`src/rtl/ft2232h_tx_writer_if.sv`:
```
// User byte stream and FT2232H sync-FIFO write bus for ft2232h_tx_writer.
// master drives the user/chip inputs, slave is the writer block.
interface ft2232h_tx_writer_if #(
  parameter int DEPTH = 16
);
  localparam int CW = $clog2(DEPTH) + 1;

  logic [7:0]    data_i;
  logic          valid_i;
  logic          ready_o;
  logic          txe_i;
  logic          wr_o;
  logic [7:0]    data_o;
  logic          data_oe_o;
  logic [CW-1:0] count_o;

  modport master (
    output data_i, valid_i, txe_i,
    input  ready_o, wr_o, data_o,
    input  data_oe_o, count_o
  );

  modport slave (
    input  data_i, valid_i, txe_i,
    output ready_o, wr_o, data_o,
    output data_oe_o, count_o
  );
endinterface

```
`src/rtl/ft2232h_tx_writer.sv`:
```
// Buffers user bytes and writes them to an FT2232H sync FIFO.
// FT2232H_TX_PREAMBLE_EN: prefix each FRAME_LEN-byte frame with PREAMBLE.
module ft2232h_tx_writer #(
  parameter int         DEPTH     = 16,
  parameter int         FRAME_LEN = 8,
  parameter logic [7:0] PREAMBLE  = 8'hAA
) (
  input  logic clk_i,
  input  logic rst_i,
  ft2232h_tx_writer_if.slave bus
);
  localparam int AW = $clog2(DEPTH);
  localparam int CW = AW + 1;

`ifdef FT2232H_TX_PREAMBLE_EN
  typedef enum logic [1:0] {IDLE, PRE, SEND} st_t;
`else
  typedef enum logic [1:0] {IDLE, SEND} st_t;
`endif

  logic [7:0]    mem_q [DEPTH];
  logic [AW-1:0] rd_ptr_q, rd_ptr_d;
  logic [AW-1:0] wr_ptr_q, wr_ptr_d;
  logic [CW-1:0] cnt_q, cnt_d;
  st_t           state_q, state_d;
  logic          wr_q, wr_d;
  logic          oe_q, oe_d;
  logic [7:0]    dat_q, dat_d;
`ifdef FT2232H_TX_PREAMBLE_EN
  logic [7:0]    frm_q, frm_d;
`else
  logic          unused_cfg;
  assign unused_cfg = ^{PREAMBLE, 8'(FRAME_LEN)};
`endif

  logic       push, pop, xfer;
  logic [7:0] head, next_head;

  assign bus.ready_o   = (cnt_q < CW'(DEPTH));
  assign bus.wr_o      = wr_q;
  assign bus.data_o    = dat_q;
  assign bus.data_oe_o = oe_q;
  assign bus.count_o   = cnt_q;

  assign push      = bus.valid_i && bus.ready_o;
  assign xfer      = !wr_q && !bus.txe_i;
  assign head      = mem_q[rd_ptr_q];
  assign next_head = mem_q[rd_ptr_q + AW'(1)];

  // Bus FSM: a byte leaves on every edge with WR# and TXE# both low.
  always_comb begin
    state_d = state_q;
    wr_d    = wr_q;
    oe_d    = oe_q;
    dat_d   = dat_q;
    pop     = 1'b0;
`ifdef FT2232H_TX_PREAMBLE_EN
    frm_d   = frm_q;
`endif
    unique case (state_q)
      IDLE: begin
        wr_d = 1'b1;
        oe_d = 1'b0;
        if (cnt_q != '0 && !bus.txe_i) begin
          wr_d = 1'b0;
          oe_d = 1'b1;
`ifdef FT2232H_TX_PREAMBLE_EN
          state_d = PRE;
          dat_d   = PREAMBLE;
`else
          state_d = SEND;
          dat_d   = head;
`endif
        end
      end
`ifdef FT2232H_TX_PREAMBLE_EN
      PRE: begin
        if (xfer) begin
          state_d = SEND;
          dat_d   = head;
        end
      end
`endif
      SEND: begin
        if (wr_q) begin
          if (cnt_q != '0) begin
            wr_d  = 1'b0;
            dat_d = head;
          end
        end else if (xfer) begin
          pop = 1'b1;
`ifdef FT2232H_TX_PREAMBLE_EN
          frm_d = frm_q + 8'd1;
          if (frm_q + 8'd1 == 8'(FRAME_LEN)) begin
            frm_d   = 8'd0;
            state_d = IDLE;
            wr_d    = 1'b1;
            oe_d    = 1'b0;
          end else if (cnt_q > CW'(1)) begin
            dat_d = next_head;
          end else begin
            wr_d = 1'b1;
          end
`else
          if (cnt_q > CW'(1)) begin
            dat_d = next_head;
          end else begin
            state_d = IDLE;
            wr_d    = 1'b1;
            oe_d    = 1'b0;
          end
`endif
        end
      end
      default: state_d = IDLE;
    endcase
  end

  // FIFO pointer and occupancy next state.
  always_comb begin
    wr_ptr_d = wr_ptr_q;
    rd_ptr_d = rd_ptr_q;
    cnt_d    = cnt_q + CW'(push) - CW'(pop);
    if (push) wr_ptr_d = wr_ptr_q + AW'(1);
    if (pop)  rd_ptr_d = rd_ptr_q + AW'(1);
  end

  // Byte storage; contents are don't-care until written.
  always_ff @(posedge clk_i) begin
    if (push) mem_q[wr_ptr_q] <= bus.data_i;
  end

  // State, bus and pointer registers with synchronous reset.
  always_ff @(posedge clk_i) begin
    if (!rst_i) begin
      state_q  <= IDLE;
      wr_q     <= 1'b1;
      oe_q     <= 1'b0;
      dat_q    <= 8'h00;
      rd_ptr_q <= '0;
      wr_ptr_q <= '0;
      cnt_q    <= '0;
`ifdef FT2232H_TX_PREAMBLE_EN
      frm_q    <= 8'd0;
`endif
    end else begin
      state_q  <= state_d;
      wr_q     <= wr_d;
      oe_q     <= oe_d;
      dat_q    <= dat_d;
      rd_ptr_q <= rd_ptr_d;
      wr_ptr_q <= wr_ptr_d;
      cnt_q    <= cnt_d;
`ifdef FT2232H_TX_PREAMBLE_EN
      frm_q    <= frm_d;
`endif
    end
  end
endmodule

```
`src/flat_wrapper.sv`:
```
// flat-port wrapper written by rule: the top's interface ports become plain ports
module ft2232h_tx_writer_flat 
#(
  parameter int         DEPTH     = 16,
  parameter int         FRAME_LEN = 8,
  parameter logic [7:0] PREAMBLE  = 8'hAA
)
  (clk_i, rst_i, bus_data_i, bus_valid_i, bus_txe_i, bus_ready_o, bus_wr_o, bus_data_o, bus_data_oe_o, bus_count_o);
  ft2232h_tx_writer_if #(.DEPTH(DEPTH)) bus_i ();
  input  logic clk_i;
  input  logic rst_i;
  input wire logic [$bits(bus_i.data_i)-1:0] bus_data_i;
  input wire logic [$bits(bus_i.valid_i)-1:0] bus_valid_i;
  input wire logic [$bits(bus_i.txe_i)-1:0] bus_txe_i;
  output wire logic [$bits(bus_i.ready_o)-1:0] bus_ready_o;
  output wire logic [$bits(bus_i.wr_o)-1:0] bus_wr_o;
  output wire logic [$bits(bus_i.data_o)-1:0] bus_data_o;
  output wire logic [$bits(bus_i.data_oe_o)-1:0] bus_data_oe_o;
  output wire logic [$bits(bus_i.count_o)-1:0] bus_count_o;
  assign bus_i.data_i = bus_data_i;
  assign bus_i.valid_i = bus_valid_i;
  assign bus_i.txe_i = bus_txe_i;
  assign bus_ready_o = bus_i.ready_o;
  assign bus_wr_o = bus_i.wr_o;
  assign bus_data_o = bus_i.data_o;
  assign bus_data_oe_o = bus_i.data_oe_o;
  assign bus_count_o = bus_i.count_o;
  ft2232h_tx_writer #(.DEPTH(DEPTH), .FRAME_LEN(FRAME_LEN), .PREAMBLE(PREAMBLE)) u_core (.clk_i(clk_i), .rst_i(rst_i), .bus(bus_i));
endmodule
```
`config.mk`:
```
export PLATFORM = sky130hd
export DESIGN_NAME = ft2232h_tx_writer_flat
export DESIGN_NICKNAME = d
export VERILOG_FILES = /design/src/rtl/ft2232h_tx_writer_if.sv /design/src/rtl/ft2232h_tx_writer.sv /design/src/flat_wrapper.sv
export SDC_FILE = /design/constraint.sdc
export NUM_CORES = 1
export LEC_CHECK = 0
export ABC_AREA = 1
export CAP_MARGIN = 20
export CORE_UTILIZATION = 62
export DETAILED_ROUTE_END_ITERATION = 10
export HOLD_SLACK_MARGIN = 0.15
export PLACE_DENSITY = 0.79
export SLEW_MARGIN = 15
export SYNTH_ARGS = -nofsm -noshare
export SYNTH_HDL_FRONTEND = slang
export SYNTH_SLANG_ARGS = --single-unit
```
`constraint.sdc`:
```
create_clock -name clk_i -period 2.8 [get_ports clk_i]
set_input_delay 0.84 -clock clk_i [delete_from_list [all_inputs] [get_ports clk_i]]
set_output_delay 0.84 -clock clk_i [all_outputs]
set_load 0.02 [all_outputs]
```
==> results.cfg, run 1 <==
[status]
status = finished, final reports clean

[drt]
routed_wl_um = 22000
vias = 6944
vias_per_cell = 5.81
wl_per_cell_um = 18.4
drcViolationCount = 0
drt_iter0_drc = 1052
drtPass1Iterations = 8
ant_nets = 0

[sta]
max_freq_mhz = 389
fin_ws_ns = 0.227
tightest_slew_ns = 1.08
relSlewSlack_pct = 28.0
fin_skew_ns = 0.00624
final-hold-violation-count = 0
fin_crit_ns = 2.57
timing.final.crit_share_pct = 91.9
maxSlewViolCount = 0
setup_viol = 0

[synthesis]
synthCells = 971
ys_top_cells_by_area = edfxtp_1, nand3_1, nand2_1, dfxtp_1, inv_1
synth_top_area_share_pct = 47.3
yosysSeqAreaShare_pct = 54.3
synth_edf_count = 128
yosys_warnings = 0
synth-seq-cells = 156
synthArstFlopShare_pct = 0
synth_common_cells = nand2_1, nand3_1, inv_1
synth.most_common_cell = nand2_1
avgSynthCellArea_um2 = 8.36
synth_nets = 996
synth_cell_types = 27
synthesis.area_um2 = 8120
synth_top_cell_by_area = edfxtp_1
synthFlopType = edfxtp_1

[power_and_ir_drop]
p_leak_nw = 3.96
peakVddDrop_uv = 541
p_comb_share_pct = 26.1
power_frac_clock_pct = 32.2
powerDensity_nw_per_um2 = 714
internal_power_mw = 4.50
p_sw_mw = 2.12
switching_share_pct = 32.0
p_total_mw = 6.61
seq_power_share_pct = 41.8

[cts]
tritoncts = done
path_clk_slew_ns = 0.06
cts_setup_buffers = 0
numCtsBuffers = 17
hold_buffers = 0
clockBufferDepth = 2
cts_sinks = 156
cts_htree_levels = 4
root_buffer = clkbuf_16
clock_latency_ns = 0.43

[worst_setup_path]
r2r-end = u_core.bus.data_o[5]$_SDFFE_PN0P_
worst-setup-path-type = input pin to flip-flop
rr_startpoint = u_core.rd_ptr_q[1]$_SDFFE_PN0P_
start_kind = input pin
worstSetupEndpointType = flip-flop
critPathMaxFanout = 3
r2r_cells = 7
crit_arrival_ns = 2.89
crit_required_ns = 3.11
r2r_slack_ns = 0.49

[placement]
place_congestion = 0.986
dpl_worst_slack_ns = -0.263
placed_cells = 1164
place_hpwl_um = 14000
portBuffers = 27
post_dp_cell_area_um2 = 8700

[finish]
finalInstanceArea_um2 = 9260
syn_to_final_growth_pct = 14.1
instances_no_fill = 1196
nets = 1036
diodes = 0
drive_above_1_share_pct = 9.57

[die]
die_w_um = 116
start_util_pct = 64.1
core_um2 = 12700
die_h_um = 116
row_count = 41
ios = 28
die_area_um2 = 13600

[global_routing]
grt_usage_pct = 34.5
grt_antenna_before_repair = 0
grt_max_degree = 70
grt_pass1_vias = 6343
globalRoute.totalOverflow = 0
grt_pass1_wl_um = 33500

[min_path]
worstHoldPathCells = 2
min_from = u_core.bus.data_o[2]$_SDFFE_PN0P_
worst_hold_path.endpoint = u_core.bus.data_o[2]$_SDFFE_PN0P_
hold_path_class = flip-flop to flip-flop

[job]
cap_viol_max_count = 0
worst max-delay path: stages:
cell	delay, ns
clkdlybuf4s50_1	0.43
nor2_2	0.14
inv_1	0.06
nor2_2	0.10
inv_1	0.06
nor2_1	0.12
inv_1	0.07
nand2_1	0.06
ha_1	0.16
inv_1	0.06
fa_2	0.35
o21bai_1	0.14
a21oi_1	0.09
o21ai_0	0.15
a21oi_1	0.06
final cells by class:
cell class / instances / area, um2
fill: 961 / 3410
tap: 172 / 215
timing repair buffer: 73 / 616
clock inverter: 15 / 125
sequential: 156 / 4410
inverter: 152 / 584
multi-input combinational: 611 / 2890
clock buffer: 17 / 425
power by group through the flow:
| stage | logic, mW | registers (mW) | clock network [mW] |
|---|---|---|---|
| floorplan | 0.950 | 2.90 | 0 |
| global route | 1.87 | 2.78 | 2.24 |
| finish | 1.72 | 2.76 | 2.13 |
| CTS | 1.69 | 2.76 | 2.14 |
| global placement | 1.64 | 2.80 | 0 |
| detailed placement | 1.67 | 2.81 | 0 |
per-stage QoR:
| step | utilization [%] | TNS [ns] | hold WS, ns |
|---|---|---|---|
| after floorplan | - | 0 | 0.459 |
| after global placement | 68.7 | -0.232 | 0.452 |
| after detailed placement | 68.7 | -0.294 | 0.462 |
| after CTS | 73.0 | 0 | 0.471 |
| after global routing | 73.1 | -0.0172 | 0.495 |
| final | 73.1 | 0 | 0.471 |
state kept, by name, indices dropped and copies added (netlist names), named ones only:
register	flops
u_core.wr_ptr_q	4
u_core.bus.count_o	5
u_core.mem_q	128
u_core.bus.data_o	8
u_core.rd_ptr_q	4
u_core.state_q	1
u_core.bus.data_oe_o	1
u_core.bus.wr_o	1
cell families after synthesis:
family	count (synthesis)	synth area share, %
flip-flops	156	54.3
AND/OR/NAND/NOR	545	29.4
adder cells (fa/ha/maj)	13	2.10
buffers and inverters	204	10.3
XOR/XNOR	3	0.509
AO/OA/AOI/OAI	50	3.45
metal layers:
| metal | GRT usage [%] | wire (um) | vias to the layer above |
|---|---|---|---|
| li1 | - | - | 3250 |
| met1 | 48.0 | 8790 | 3125 |
| met2 | 52.3 | 9840 | 508 |
| met3 | 7.21 | 2530 | 61 |
| met4 | 15.6 | 791 | 0 |
| met5 | 0 | 0 | - |
cell usage in the layout (no fill, tap or decap), drive strengths merged:
cell type	instances
a21oi	27
buf	46
bufinv	2
clkbuf	17
clkdlybuf4s50	27
clkinv	10
clkinvlp	4
dfxtp	28
edfxtp	128
fa	1
ha	12
inv	151
nand2	273
nand3	242
nor2	29
nor3	1
o211ai	8
o21ai	14
o21bai	1
xnor2	1
xor2	2
what timing repair did:
action	CTS	global route
resized for setup	0	3
setup endpoints to repair	0	1
endpoints found under the hold margin	0	0
how the worst max path moves through the flow:
stage / depth (start not counted) / slack [ns] / startpoint / to
after floorplan: 14 / 0.19 / bus_txe_i / u_core.bus.count_o[4]$_SDFF_PN0_
after global placement: 15 / -0.23 / bus_txe_i / u_core.bus.count_o[4]$_SDFF_PN0_
after detailed placement: 15 / -0.26 / bus_txe_i / u_core.bus.count_o[4]$_SDFF_PN0_
after CTS: 15 / 0.18 / bus_txe_i / u_core.bus.count_o[4]$_SDFF_PN0_
after global routing: 15 / -0.02 / bus_txe_i / u_core.bus.count_o[4]$_SDFF_PN0_
final: 15 / 0.23 / bus_txe_i / u_core.bus.count_o[4]$_SDFF_PN0_
Power figures use the tool's default switching activity.
==> run 2, diff against run 1 <==
Settings changed: ABC_AREA 1 to not set, CORE_UTILIZATION 62 to 61, PLACE_DENSITY 0.79 to 0.78.
==> run 2 against run 1 <==
  * The run now ends with design-rule violations left
  * First-iteration DRC count is 59% lower
  * Power fell by 6.3%
  * Maximum frequency is 2.8% higher
  * Die area decreased by 8.6%
  * Area after synthesis fell by 10%
  * Register-to-register slack worse by 0.12 ns
  * Clock skew barely moved
  * Combinational power down 34%
  * Via count fell by 36%
  * Flip-flop and latch count did not move
  * Clock power up 8%
  * Final cell count decreased by 45%
  * Largest power group unchanged
  * Highest routed layer unchanged
==> results.cfg, run 2 <==
[synthesis]
synth-seq-cells = 156
synth_top_area_share_pct = 52.8
synthArstFlopShare_pct = 0
synth_cell_types = 42
synth_top_cell_by_area = edfxtp_1
synth.most_common_cell = edfxtp_1
synthCells = 459
synth_common_cells = edfxtp_1, mux4_2, mux2i_1
synth_nets = 484
synth_edf_count = 128
ys_top_cells_by_area = edfxtp_1, mux4_2, dfxtp_1, mux2i_1, a22oi_1
synthFlopType = edfxtp_1
synthesis.area_um2 = 7290
yosys_warnings = 0
avgSynthCellArea_um2 = 15.9
yosysSeqAreaShare_pct = 60.4

[drt]
ant_nets = 0
routed_wl_um = 16400
wl_per_cell_um = 24.8
vias = 4425
drcViolationCount = 12
vias_per_cell = 6.69
drtPass1Iterations = 8
drt_iter0_drc = 431

[global_routing]
grtUsageMet1_pct = 39.5
grt_pass1_wl_um = 25600
gr-usage-met3_pct = 5.58
grt_max_degree = 35
grt_usage_pct = 29.0
globalRoute.totalOverflow = 0
grt_pass1_vias = 4532
grt-busiest-layer = met2
grt_antenna_before_repair = 0
use_met2_pct = 45.2

[finish]
drive_above_1_share_pct = 21.2
nFillCells = 703
finalInstanceArea_um2 = 8430
diodes = 0
largest_reg_flops = 128
nets = 530
final_common_cell = edfxtp_1
layout_common_cells = edfxtp_1, mux4_2, mux2i_1
regMostFlops = u_core.mem_q
syn_to_final_growth_pct = 15.7

[die]
die_h_um = 111
core_um2 = 11500
die_area_um2 = 12400
row_count = 39
ios = 28
die_w_um = 111
start_util_pct = 63.3

[placement]
place_hpwl_um = 10800
portBuffers = 27
post_dp_cell_area_um2 = 7850
place_congestion = 0.821

[status]
status = finished with violations
violations = design-rule violations

[sta]
final-hold-violation-count = 0
timing.final.crit_share_pct = 89.4
fin_skew_ns = 0.00659
max_freq_mhz = 399
tightest_slew_ns = 0.851
maxSlewViolCount = 0
fin_worst_hold_slack_ns = 0.483
fin_crit_ns = 2.50
relSlewSlack_pct = 43.3
setup_viol = 0
grt_setup_unrepaired = no

[job]
cap_viol_max_count = 0

[worst_setup_path]
cp.depth = 13
crit_arrival_ns = 2.85
worstSetupEndpointType = flip-flop
max_stage_delay_ns = 0.50
start_kind = input pin
crit_path_cell_trace = clkdlybuf4s50_1, nor2_1, and2_0, nand2b_1, nand2_1, ha_1, inv_1, fa_1, nor2_1, nor2_1, nor2_1, or3_1, a21boi_0
worst_path_most_repeated_cell = nor2_1
r2r_cells = 5
cpLargestDelayFamily = simple AND/OR/NAND/NOR gates
worst-setup-path-type = input pin to flip-flop
crit_required_ns = 3.15
worst-path-buf-inv = 2
r2r_slack_ns = 0.37
cpMaxStageDelayCell = clkdlybuf4s50_1
critPathMaxFanout = 2

[power_and_ir_drop]
p_total_mw = 6.20
powerDensity_nw_per_um2 = 735
p_leak_nw = 2.80
peakVddDrop_uv = 333

[min_path]
hold_path_class = flip-flop to flip-flop
worstHoldPathCells = 1

[cts]
cts_sinks = 156
tritoncts = done
path_clk_slew_ns = 0.06
numCtsBuffers = 17
root_buffer = clkbuf_16
cts_htree_levels = 4
clock_latency_ns = 0.43
cts_resized = 0
clockBufferDepth = 2
cts_setup_buffers = 0
hold_buffers = 0
-- run 2: path summary, 6_finish.rpt --
kind	start	to
worst max-delay path	bus_txe_i	u_core.bus.count_o[4]$_SDFF_PN0_
worst min register to register	u_core.bus.data_o[4]$_SDFFE_PN0P_	u_core.bus.data_o[4]$_SDFFE_PN0P_
worst min-delay path	u_core.bus.data_o[4]$_SDFFE_PN0P_	u_core.bus.data_o[4]$_SDFFE_PN0P_
worst max register to register	flip-flop	u_core.bus.data_o[0]$_SDFFE_PN0P_
-- run 2: kinds of logic after synthesis --
kind of cell               Yosys count  share of synthesized area [%]
buffers and inverters               39                           2.35
AOI/OAI and AO/OA                   60                           5.99
muxes                               96                           21.7
DFF                                156                           60.5
xor gates and xnor gates             9                           1.19
adders and majority gates           13                           2.34
and+or+nand+nor                     86                           5.99
-- run 2: through the flow --
| stage | utilization (%) | TNS, ns | setup WS [ns] | cells |
|---|---|---|---|---|
| CTS | 73.2 | 0 | 0.288 | 661 |
| detailed placement | 68.2 | -0.135 | -0.135 | 629 |
| global route | 73.2 | 0 | 0.143 | 661 |
| global placement | 68.2 | -0.0544 | -0.0544 | 629 |
| floorplan | - | 0 | 0.354 | 459 |
| finish | 73.2 | 0 | 0.297 | 661 |
-- run 2: metal layers --
metal | up-vias | wire (um)
met4 | 0 | 382
met3 | 39 | 1340
met2 | 227 | 8080
li1 | 1920 | -
met1 | 2239 | 6580
met5 | - | 0
-- run 2: final cells by class --
class | instances | area [um2] | area share [%]
clock buffer | 24 | 462 | 5.47
clock inverter | 8 | 120 | 1.42
inverter | 9 | 33.8 | 0.401
multi-input combinational | 264 | 2710 | 32.2
sequential | 156 | 4410 | 52.2
tap | 143 | 179 | 2.12
timing repair buffer | 57 | 520 | 6.17
-- run 2: report_power, final --
| part | switching (mW) | total (mW) | internal (mW) | leakage (nW) |
|---|---|---|---|---|
| sequential | 0.103 | 2.76 | 2.66 | 1.38 |
| combinational | 0.605 | 1.14 | 0.539 | 1.14 |
| clock | 0.873 | 2.29 | 1.42 | 0.280 |
